[src/rtl/microwave_pkg.sv]
// Shared types and constants for the microwave keypad front end.
// Holds the sequencer state encoding and the keypad decode helpers.
package microwave_pkg;

  localparam int unsigned KEY_W               = 10;
  localparam int unsigned BCD_W               = 4;
  localparam int unsigned DEF_DEBOUNCE_CYCLES = 4;

  typedef enum logic [2:0] {
    StIdle,
    StEntry,
    StRun,
    StPause,
    StDone
  } state_e;

  // Index of the highest set key; callers guarantee a one-hot input.
  function automatic logic [BCD_W-1:0] key_to_bcd(input logic [KEY_W-1:0] k);
    logic [BCD_W-1:0] idx;
    idx = '0;
    for (int i = 0; i < KEY_W; i++) begin
      if (k[i]) idx = BCD_W'(i);
    end
    return idx;
  endfunction

  function automatic logic multi_hot(input logic [KEY_W-1:0] k);
    return (k & (k - KEY_W'(1))) != '0;
  endfunction

endpackage

[src/rtl/key_debounce.sv]
// Keypad debouncer: waits for a stable sample run, then emits one digit
// pulse per press (or an error pulse for chords) and re-arms on stable release.
module key_debounce
  import microwave_pkg::*;
#(
  parameter int unsigned DEBOUNCE_CYCLES = DEF_DEBOUNCE_CYCLES
) (
  input  logic             clk,
  input  logic             clr,
  input  logic [KEY_W-1:0] keys,
  output logic             key_valid,
  output logic [BCD_W-1:0] key_bcd,
  output logic             key_err
);

  localparam int unsigned     CNT_W    = $clog2(DEBOUNCE_CYCLES + 1);
  localparam logic [CNT_W-1:0] CNT_MAX  = CNT_W'(DEBOUNCE_CYCLES);
  localparam logic [CNT_W-1:0] CNT_LAST = CNT_W'(DEBOUNCE_CYCLES - 1);

  logic [KEY_W-1:0] samp_q;
  logic [CNT_W-1:0] cnt_q;
  logic             armed_q;
  logic             stable_hit;

  // True only on the edge where the counter reaches CNT_MAX.
  assign stable_hit = (keys == samp_q) && (cnt_q == CNT_LAST);

  always_ff @(posedge clk) begin
    if (clr) begin
      samp_q    <= '0;
      cnt_q     <= '0;
      armed_q   <= 1'b1;
      key_valid <= 1'b0;
      key_bcd   <= '0;
      key_err   <= 1'b0;
    end else begin
      samp_q    <= keys;
      key_valid <= 1'b0;
      key_err   <= 1'b0;

      if (keys != samp_q) begin
        cnt_q <= '0;
      end else if (cnt_q != CNT_MAX) begin
        cnt_q <= cnt_q + CNT_W'(1);
      end

      if (stable_hit) begin
        if (keys == '0) begin
          armed_q <= 1'b1;
        end else if (multi_hot(keys)) begin
          key_err <= 1'b1;
          armed_q <= 1'b0;
        end else if (armed_q) begin
          key_valid <= 1'b1;
          key_bcd   <= key_to_bcd(keys);
          armed_q   <= 1'b0;
        end
      end
    end
  end

endmodule

[src/rtl/keypad_loader.sv]
// Keypad-to-timer loader: shifts debounced digits into the countdown timer
// and sequences entry, run, pause and done around start/cancel/zero.
module keypad_loader
  import microwave_pkg::*;
#(
  parameter int unsigned DEBOUNCE_CYCLES = DEF_DEBOUNCE_CYCLES,
  parameter int unsigned MAX_DIGITS      = 3
) (
  input  logic             clk,
  input  logic             clr,
  input  logic [KEY_W-1:0] keys,
  input  logic             start,
  input  logic             cancel,
  input  logic             zero,
  output logic [BCD_W-1:0] data,
  output logic             loadn,
  output logic             en,
  output logic             tclrn,
  output logic [1:0]       digit_cnt,
  output logic             err
);

  localparam logic [1:0] MAX_CNT = 2'(MAX_DIGITS);

  state_e           state_q;
  logic             key_valid;
  logic [BCD_W-1:0] key_bcd;
  logic             key_err;

  key_debounce #(
    .DEBOUNCE_CYCLES(DEBOUNCE_CYCLES)
  ) u_debounce (
    .clk       (clk),
    .clr       (clr),
    .keys      (keys),
    .key_valid (key_valid),
    .key_bcd   (key_bcd),
    .key_err   (key_err)
  );

  always_ff @(posedge clk) begin
    if (clr) begin
      state_q   <= StIdle;
      data      <= '0;
      loadn     <= 1'b1;
      en        <= 1'b0;
      tclrn     <= 1'b1;
      digit_cnt <= '0;
      err       <= 1'b0;
    end else begin
      loadn <= 1'b1;
      tclrn <= 1'b1;
      err   <= key_err;

      unique case (state_q)
        StIdle: begin
          if (cancel) begin
            tclrn <= 1'b0;
          end else if (key_valid) begin
            data      <= key_bcd;
            loadn     <= 1'b0;
            digit_cnt <= 2'd1;
            state_q   <= StEntry;
          end
        end
        StEntry: begin
          if (cancel) begin
            tclrn     <= 1'b0;
            digit_cnt <= '0;
            state_q   <= StIdle;
          end else if (start) begin
            en      <= 1'b1;
            state_q <= StRun;
          end else if (key_valid) begin
            if (digit_cnt < MAX_CNT) begin
              data      <= key_bcd;
              loadn     <= 1'b0;
              digit_cnt <= digit_cnt + 2'd1;
            end else begin
              err <= 1'b1;
            end
          end
        end
        StRun: begin
          // zero outranks cancel so a finished cook never lands in pause
          if (zero) begin
            en      <= 1'b0;
            state_q <= StDone;
          end else if (cancel) begin
            en      <= 1'b0;
            state_q <= StPause;
          end
        end
        StPause: begin
          if (cancel) begin
            tclrn     <= 1'b0;
            digit_cnt <= '0;
            state_q   <= StIdle;
          end else if (start) begin
            en      <= 1'b1;
            state_q <= StRun;
          end
        end
        StDone: begin
          if (key_valid || start || cancel) begin
            tclrn     <= 1'b0;
            digit_cnt <= '0;
            state_q   <= StIdle;
          end
        end
        default: begin
          en      <= 1'b0;
          state_q <= StIdle;
        end
      endcase
    end
  end

endmodule

[config.mk]
export PLATFORM = sky130hd
export DESIGN_NAME = keypad_loader
export DESIGN_NICKNAME = d
export VERILOG_FILES = /design/src/rtl/microwave_pkg.sv /design/src/rtl/key_debounce.sv /design/src/rtl/keypad_loader.sv
export SDC_FILE = /design/constraint.sdc
export NUM_CORES = 1
export LEC_CHECK = 0
export CAP_MARGIN = 20
export CORE_MARGIN = 10
export CORE_UTILIZATION = 53
export DETAILED_ROUTE_END_ITERATION = 16
export PLACE_DENSITY = 0.83
export SETUP_SLACK_MARGIN = 0.4
export SYNTH_ARGS = -nofsm -noshare
export SYNTH_HDL_FRONTEND = slang
export SYNTH_SLANG_ARGS = --single-unit
[constraint.sdc]
create_clock -name clk -period 2.9 [get_ports clk]
set_clock_uncertainty 0.05 [all_clocks]
set_input_delay 0.435 -clock clk [delete_from_list [all_inputs] [get_ports clk]]
set_output_delay 0.435 -clock clk [all_outputs]
set_load 0.005 [all_outputs]
# After elaboration in Yosys (flattened, before gate mapping)
# Index checks and enable logic that the tools add are counted.
# classes
addsub	3
order_cmp	1
n_eq_ne	23
mux	56
bitwise	5
n_reduce_logical	19
# ops
operator	n
$mux 3	11
$mux 4	8
$mux 1	21
$mux 2	10
$ne 2x2->1 const B	7
$ne 3x3->1 const B	4
$pmux 3 s4	1
$and 10x10->10	1
$eq 10x10->1	1
$logic_not 10->1	1
$ne 10x10->1	1
$reduce_bool 10->1	1
$sub 10x1->10 const B	1
$eq 3x2->1 const B	3
$pmux 2 s4	1
$pmux 4 s2	1
$reduce_and 4->1	2
$reduce_and 8->1	1
$reduce_and 7->1	1
$ne 2x1->1 const B	3
$reduce_or 2->1	3
$reduce_or 3->1	2
$reduce_and 5->1	1
$not 1->1	4
other kinds (15)	17
# word_totals
register_bits	33
output_inout_bits	10
wordCells	120

# Depth between registers and ports, before layout
# Gate-level depths: netlist (run 1).
# depth
word_depth	9
mapped_depth	6
ltp_nobuf	6

# Cells and area by module
# A second synthesis (run 1) with hierarchy kept.
# hier_totals
hier_cells	185
area_unflattened_um2	1742.9
# by_module_without_submodules
mod	n_inst	cells_each	area_per_inst_um2	seq_area_each_um2
key_debounce	1	107	1039.7	400.4
keypad_loader	1	78	703.2	260.2

# Least setup slack after synthesis (run 1)
# Ideal clock, no wire load.
# synth_timing
kind	input to register
from	input port keys[5]
to	register u_debounce.key_bcd[0]
setup_ns	0.121
arrival_time_ns	1.984
required_ns	2.729
setup_slack_ns	0.745
cell_stages	6
cell_sequence	buf_2 > or4_4 > or3_4 > o21ai_4 > nand3_4 > mux2_4
# synth_via
elab_chain_len	5
# synth_lines
element	line_no	source
start: declaration	keypad_loader.sv:11	input logic [KEY_W-1:0] keys,
$sub 10x1->10 / $mux 3 (equally long branches)	microwave_pkg.sv:28, microwave_pkg.sv:22	
$and 10x10->10 / $mux 3 (equally long branches)	microwave_pkg.sv:28, microwave_pkg.sv:22	
$reduce_bool 10->1 / $mux 3 (equally long branches)	microwave_pkg.sv:28, microwave_pkg.sv:22	
$not 1->1 (no source line) / $mux 4 (equally long branches)	--	
$reduce_and 4->1 (no source line) / $mux 4 (equally long branches)	--	
end signal: assignment	key_debounce.sv:55	key_bcd <= key_to_bcd(keys);
end: declaration	key_debounce.sv:12	output logic [BCD_W-1:0] key_bcd,
# Several ways; a longest one is shown, not always the timed one.
# A chain may end at the register's enable or synchronous reset.

# Final worst setup path (run 1)
# layout_timing
from	input port keys[2]
to	register u_debounce.key_bcd[0]
# layout_via
elab_chain_len	8
# layout_lines
element
branches (longest 8 deep; another with $sub 10x1->10)
# Several ways; the timed one is not identified.

==> results of run 1 <==
[kinds of logic (layout without fill, tap and decap cells)]
family / count (synthesis) / in the layout / synth area share (%)
fa+ha+maj: 5 / 5 / 3.73
compound gates: 37 / 37 / 15.9
buf+inv: 22 / 47 / 5.41
xor+xnor: 11 / 11 / 5.87
mux: 8 / 8 / 5.18
simple gates: 65 / 65 / 23.6
flops: 33 / 33 / 40.2
[final cells by class]
class	count	area, sq um	area share [%]
Clock buffer	5	37.5	1.91
Clock inverter	3	17.5	0.892
Inverter	10	37.5	1.91
Multi-Input combinational cell	126	892	45.4
Sequential cell	33	661	33.6
Tap cell	33	41.3	2.10
Timing Repair Buffer	29	278	14.1
[final timing paths]
kind,to,slack (ns),startpoint,depth (start not counted)
max,u_debounce.key_bcd[0]$_SDFFE_PP0P_,0.57,keys[2],6
min,err$_SDFF_PP0_,0.42,u_debounce.key_err$_SDFF_PP0_,2
max reg2reg,u_debounce.key_bcd[0]$_SDFFE_PP0P_,1.07,u_debounce.samp_q[5]$_SDFF_PP0_,5
min reg2reg,err$_SDFF_PP0_,0.42,u_debounce.key_err$_SDFF_PP0_,2
[synthesized netlist by cell type, types with 3 or more instances]
master / n / area share (%)
nand4_1: 5 / 1.9
nor4_2: 3 / 2.3
nor2b_1: 9 / 3.4
nor3_1: 4 / 1.2
clkbuf_1: 8 / 1.8
inv_1: 9 / 2.1
o31ai_1: 3 / 1.4
ha_1: 4 / 3.0
dfxtp_1: 33 / 40
nand2_1: 7 / 1.6
a21oi_1: 13 / 4.0
nor2_1: 17 / 3.9
xnor2_1: 9 / 4.8
mux2i_1: 7 / 4.3
nand2b_1: 7 / 2.7
[state kept, by name, indices dropped and copies added, names as in the netlist]
signal and flops:
data 4, digit_cnt 2, en 1, err 1, loadn 1, state_q 3
tclrn 1, u_debounce.armed_q 1, u_debounce.cnt_q 3, u_debounce.key_bcd 4, u_debounce.key_err 1, u_debounce.key_valid 1
u_debounce.samp_q 10
[metrics by stage]
step                setup WS (ns)  total power (uW)  cell area (sq um)  util [%]
floorplan                   0.745               707               1640         -
global placement            0.269               775               1910      63.6
detailed placement          0.191               789               1910      63.6
CTS                         0.578              1040               1960      65.4
global route                0.461              1110               1960      65.4
finish                      0.566              1030               1960      65.4
[cell usage in the layout, fill, tap and decap left out, types with 2 or more instances in the layout]
cell type / instances
a21oi_1: 13
buf_4: 5
clkbuf_4: 5
clkdlybuf4s50_1: 24
clkinv_2: 2
dfxtp_1: 33
ha_1: 4
inv_1: 9
mux2i_1: 7
nand2_1: 7
nand2b_1: 7
nand3_1: 2
nand4_1: 5
nor2_1: 17
nor2b_1: 9
nor3_1: 4
nor4_1: 2
nor4_2: 3
o21ai_1: 2
o22ai_1: 2
o31a_1: 2
o31ai_1: 3
or2_1: 2
or4_4: 2
xnor2_1: 9
xor2_1: 2
[power groups by stage]
stage / registers, uW / clock network, uW / logic, uW
after floorplan: 505 / 0 / 201
after global placement: 530 / 0 / 245
after detailed placement: 532 / 0 / 257
after CTS: 521 / 257 / 258
after global routing: 529 / 286 / 291
final: 522 / 249 / 258
[critical path, cell delays in order]
cell	delay (ns)
clkdlybuf4s50_1	0.53
or4_4	0.59
o31a_1	0.33
o21ai_4	0.18
nand3_4	0.13
mux2_4	0.33
[per-layer routing]
metal / vias up / wire (um)
met5: - / 0
met4: 0 / 30
met3: 4 / 253
met2: 45 / 1820
met1: 651 / 1400
li1: 686 / -
==> reports/metrics.cfg, run 1 <==
[outcome]
status=finished clean

[timing]
min_period_over_period_pct=80.5
fin_crit_ns=2.33
worst-slew-pin-transition_ns=0.554
fmax_mhz=428
hold_viol=0
maxSlewViolCount=0
tns_ns=0
whs_ns=0.420
setup_violations=0
slew_headroom_pct=62.7
rsz0062_at_grt=false

[synth]
synth-seq-cells=33
synth_flop_cell=dfxtp_1
synth_edf_count=0
syn_nets=200
ys_warn_count=0
synth_cells=181
synthDistinctLibCells=49
syn-cell-area_sq_um=1640
seq_area_frac_synth_pct=40.2
syn_avg_cell_area_sq_um=9.07
async_flop_share_pct=0

[global_route]
grtUsageTotal_pct=13.8
grt_first_pass_wirelength_mm=6.13
grt_pass1_vias=1452
antenna_found_initial=0
top_usage_layer=met2
met3_usage_pct=6.51
grt_max_degree=19
grt_overflow=0
use_met2_pct=23.6
met1_usage_pct=14.1

[critical_path]
worstPathArrival_ns=2.52
crit_path_start_kind=primary input
cp_data_required_time_ns=3.09
endpoint_kind=register
cp_max_fo=7
critPathKind=in2reg

[clock_network]
path_clk_slew_ns=0.10
h-tree-depth=2
postCtsSetupBuffers=0
clkSinkCount=33
clk_latency_ns=0.34
clk_path_buf_depth=2
cts_root_buffer=clkbuf_4
cts_tree=yes
numCtsBuffers=5
cts-resized-gates=0
postCtsHoldBufs=0

[route]
drt_pre_antenna_iters=5
drc=0
drt-total-wl_mm=3.50
vias_per_cell=5.80
ant_nets=0
vias=1386
wire_per_inst_um=14.6
drt_iter0_drc=61

[hold_path]
hold_class=reg2reg

[floorplan]
die_y_um=75.7
die_area_sq_um=5720
row_count=20
dieWidth_um=75.7
start_util_pct=54.7
fp.coreArea_sq_um=3000
ios=25

[power]
peakVddDrop_v=0.000377
p_comb_share_pct=25.1
clock_power_share_pct=24.2
netSwitchingPower_uw=328
p_per_area_nw_per_um2=524
seq_power_share_pct=50.7
internal-power_uw=701
switching_share_pct=31.9
leakage_uw=0.000730

[place]
dp_hpwl_mm=2.71
dp_cells=231
gp_congestion=0.866
port_buffers=24

[cells_and_area]
area_delta_synth_final_pct=19.7
fin_cells=239
fillers=240
fin_nets=224
final_layout_size_suffix_gt1_share_pct=12.1
antenna_cells=0

[flow_run]
cap_viol_max_count=0

Note: power is estimated with default switching activity, not from simulation.
==> run 2, diff against run 1 <==
clock period = 2.35 ns   (was 2.9 ns; I/O delays follow)
==> reports/metrics.cfg, run 2 (synthesis gave the netlist of run 1 again) <==
[clock_network]
h-tree-depth=2
clk_latency_ns=0.35
clkSinkCount=33
cts_tree=yes
cts_root_buffer=clkbuf_4
numCtsBuffers=5
clk_path_buf_depth=2
path_clk_slew_ns=0.10

[route]
drt_iter0_drc=87
drt_pre_antenna_iters=4
wire_per_inst_um=15.2
ant_nets=0
vias_per_cell=5.80
drt-total-wl_mm=3.86
vias=1472
drc=0

[critical_path]
cp_data_required_time_ns=2.53
worstPathArrival_ns=2.03
endpoint_kind=register
crit_path_start_kind=primary input
critPathKind=in2reg
cp_max_fo=5

[global_route]
grt_overflow=0
grtUsageTotal_pct=14.9
grt_max_degree=15
grt_first_pass_wirelength_mm=6.51
grt_pass1_vias=1489
antenna_found_initial=0

[floorplan]
ios=25
dieWidth_um=75.7
die_area_sq_um=5720
fp.coreArea_sq_um=3000
die_y_um=75.7
start_util_pct=54.7
row_count=20

[timing]
fmax_mhz=539
hold_viol=0
fin_crit_ns=1.86
rsz0062_at_grt=false
min_period_over_period_pct=79.0
setup_violations=0
worst-slew-pin-transition_ns=0.453
maxSlewViolCount=0
slew_headroom_pct=69.7

[cells_and_area]
final_layout_size_suffix_gt1_share_pct=18.1
final_cell_area_sq_um=2120
fin_nets=239
area_delta_synth_final_pct=28.9
fillers=235
largest-register=u_debounce.samp_q
largest_reg_flops=10
top_regs=u_debounce.samp_q: 10 flops, data: 4 flops, u_debounce.key_bcd: 4 flops
fin_cells=254
final_common_cell=dfxtp_1
antenna_cells=0
final_cell_mix=dfxtp_1 (33), buf_4 (19), nor2_1 (17)

[power]
finalPower_uw=1430
peakVddDrop_v=0.000482
p_per_area_nw_per_um2=675
leakage_uw=0.000841

[place]
dpl-instance-area_sq_um=2020
dp_hpwl_mm=2.89
port_buffers=24
gp_congestion=0.865
dp_cells=244

[outcome]
status=finished clean

[hold_path]
hold_class=reg2reg

[flow_run]
cap_viol_max_count=0

==> run 2: cell types whose count changed in the layout (fill, tap and decap cells not counted), moves of 2 or more <==
cell and change:
clkinv_2 -2, buf_4 +14, clkdlybuf4s50_1 -10, dlygate4sd2_1 +9
==> run 2: metal layers <==
metal,part of all wire (%),vias up,global-route usage [%]
met4,2.7,0,8.45
met2,49,53,25.0
met1,41,690,16.3
met3,6.8,12,4.56
li1,-,717,-
met5,0,-,0
==> run 2: report_power, final <==
| group | internal, uW | switching, uW |
|---|---|---|
| registers | 596 | 48.9 |
| logic | 164 | 167 |
| clock network | 254 | 199 |
| total | 1010 | 415 |
==> run 2: critical path, stage by stage <==
cell	delay [ns]
dlygate4sd2_1	0.28
buf_4	0.16
a2111o_1	0.34
o31a_1	0.15
nor4_4	0.35
nand3_4	0.12
buf_4	0.17
mux2i_1	0.11
==> run 2: path summary, 6_finish.rpt <==
path	end	from	slack (ns)	cells after the start
setup / recovery	u_debounce.key_bcd[2]$_SDFFE_PP0P_	keys[1]	0.49	8
hold / removal	err$_SDFF_PP0_	u_debounce.key_err$_SDFF_PP0_	0.41	2
setup reg to reg	digit_cnt[0]$_SDFFE_PP0P_	state_q[0]$_SDFFE_PP0P_	0.66	5
hold reg to reg	err$_SDFF_PP0_	u_debounce.key_err$_SDFF_PP0_	0.41	2
==> run 2: final cells by class <==
type,instances,area [sq um],share of cell area [%]
flip-flops and latches,33,661,31.2
well taps,33,41.3,1.95
repair buffers,44,385,18.2
multi-input cells,126,906,42.8
clock inverters,1,30.0,1.42
inverters,10,37.5,1.77
clock buffers,7,55.1,2.60
==> run 2: stage by stage <==
step,hold WS [ns],setup TNS [ns],util (%),setup slack (ns)
6_report,0.410,0,70.5,0.493
5_1_grt,0.425,0,70.5,0.401
4_1_cts,0.408,0,70.2,0.499
3_5_place_dp,0.395,-0.335,67.1,-0.0876
3_3_place_gp,0.391,-0.0951,67.1,-0.0400
2_1_floorplan,0.363,0,-,0.297
==> run 2: repair_timing <==
item,CTS,global route
gates resized for setup,10,2
hold buffers,0,0
pin swaps,6,0
buffers inserted,2,0
endpoints found under the setup margin,5,2
==> run 3, diff against run 2 <==
CORE_UTILIZATION = 48   (was 53)
PLACE_DENSITY = 0.79   (was 0.83)
clock period = 1.6 ns   (was 2.35 ns; I/O delays follow)
==> reports/metrics.cfg, run 3 (synthesis gave the netlist of run 1 again) <==
[route]
drc=0
drt_iter0_drc=64
vias=1610
wire_per_inst_um=16.1
ant_nets=0
vias_per_cell=5.48
drt-total-wl_mm=4.74
drt_pre_antenna_iters=4

[cells_and_area]
top_regs=u_debounce.samp_q: 10 flops, data: 4 flops, u_debounce.key_bcd: 4 flops
largest_reg_flops=10
final_common_cell=buf_4
final_cell_mix=buf_4 (33), dfxtp_1 (19), buf_6 (15)
final_layout_size_suffix_gt1_share_pct=46.4
fin_nets=266
antenna_cells=0
fillers=248
largest-register=u_debounce.samp_q
area_delta_synth_final_pct=53.0

[clock_network]
cts_tree=yes
clkSinkCount=33
clk_path_buf_depth=2
path_clk_slew_ns=0.10
clk_latency_ns=0.34
cts_root_buffer=clkbuf_4
h-tree-depth=2
numCtsBuffers=5

[flow_run]
cap_viol_max_count=0

[hold_path]
min_to=u_debounce.samp_q[2]$_SDFF_PP0_
holdPathStages=2
hold_class=in2reg
worstHoldStart=keys[2]

[timing]
fin_crit_ns=1.77
hold_viol=0
fmax_mhz=566
tns_ns=-0.826
min_period_over_period_pct=110
rsz0062_at_grt=true
slew_headroom_pct=68.1
layout_setup_ws_ns=-0.165
setup_violations=9
worst-slew-pin-transition_ns=0.474
maxSlewViolCount=0

[place]
port_buffers=24
gp_congestion=0.868
place_ws_ns=-0.833
dp_hpwl_mm=3.09

[power]
peakVddDrop_v=0.000514
finalPower_uw=2240
leakage_uw=0.00104
p_per_area_nw_per_um2=893

[floorplan]
dieWidth_um=78.5
fp.coreArea_sq_um=3310
die_area_sq_um=6160
die_y_um=78.5
start_util_pct=49.6
ios=25
row_count=21

[global_route]
grt_pass1_vias=1665
grt_overflow=0
grt_first_pass_wirelength_mm=7.40
grt_max_degree=14
antenna_found_initial=0
grtUsageTotal_pct=14.4

[critical_path]
timing.rr.end=u_debounce.key_bcd[0]$_SDFFE_PP0P_
cp_cell_sequence=xnor2_2 > nand4_1 > nor4_4 > buf_4 > nand3_4 > mux2_4
rrSetupSlack_ns=-0.17
endpoint_kind=register
cp_data_required_time_ns=1.79
worstRegToRegCells=6
r2r_start=u_debounce.samp_q[4]$_SDFF_PP0_
max_stage_delay_ns=0.35
cp_slowest_cell=dfxtp_2
crit_path_start_kind=register
worstPathArrival_ns=1.96
cp_max_fo=3
critPathKind=reg2reg

[outcome]
violations=setup timing
status=complete, but fails checks

## run 3: power breakdown
part / internal, uW / switching, uW
Sequential: 886 / 90.1
Clock: 255 / 291
Combinational: 377 / 347
## run 3: worst max-delay path, delay by kind of cell (launching register included)
kind                   cells  cell delay, ns
flip-flops                 1            0.35
XOR/XNOR                   1            0.16
multiplexers               1            0.30
AND/OR/NAND/NOR            3            0.62
buffers and inverters      1            0.19
## run 3: routing by layer
layer  part of all wire [%]  vias to the layer above  global-route usage [%]
li1                       -                      769                       -
met1                     37                      771                    14.0
met2                     55                       56                    27.0
met3                    6.0                       14                    5.24
met4                    2.0                        0                    5.73
met5                      0                        -                       0
## run 3: through the flow
stage	hold slack, ns	std cells	area, sq um	utilization (%)
after floorplan	0.318	181	1750	-
after global placement	0.393	271	2200	66.4
after detailed placement	0.397	271	2200	66.4
after CTS	0.127	288	2410	72.9
after global routing	0.129	294	2510	75.9
final	0.136	294	2510	75.9
## run 3: cell type report
class	instances	area, sq um	area share (%)
multi-input cells	126	1070	42.6
flip-flops and latches	33	681	27.1
repair buffers	71	597	23.8
inverters	10	37.5	1.49
clock buffers	7	65.1	2.59
clock inverters	1	5.00	0.199
well taps	46	57.6	2.29
## run 3: how the worst max path moves through the flow
stage                                    startpoint                                 end  slack, ns  cells after the start
CTS                 u_debounce.samp_q[5]$_SDFF_PP0_  u_debounce.key_bcd[0]$_SDFFE_PP0P_      -0.14                      6
global route        u_debounce.samp_q[4]$_SDFF_PP0_  u_debounce.key_bcd[2]$_SDFFE_PP0P_      -0.25                      7
finish              u_debounce.samp_q[4]$_SDFF_PP0_  u_debounce.key_bcd[0]$_SDFFE_PP0P_      -0.17                      6
floorplan                                   keys[6]  u_debounce.key_bcd[0]$_SDFFE_PP0P_      -0.33                      6
global placement                            keys[2]  u_debounce.key_bcd[0]$_SDFFE_PP0P_      -0.70                      6
detailed placement                          keys[1]       u_debounce.key_err$_SDFF_PP0_      -0.83                      7
## run 3: what timing repair did
item,4_1_cts,5_1_grt
gates resized for setup,78,30
hold buffers,0,0
setup endpoints to repair,30,30
pin swaps,11,15
setup buffers,9,6
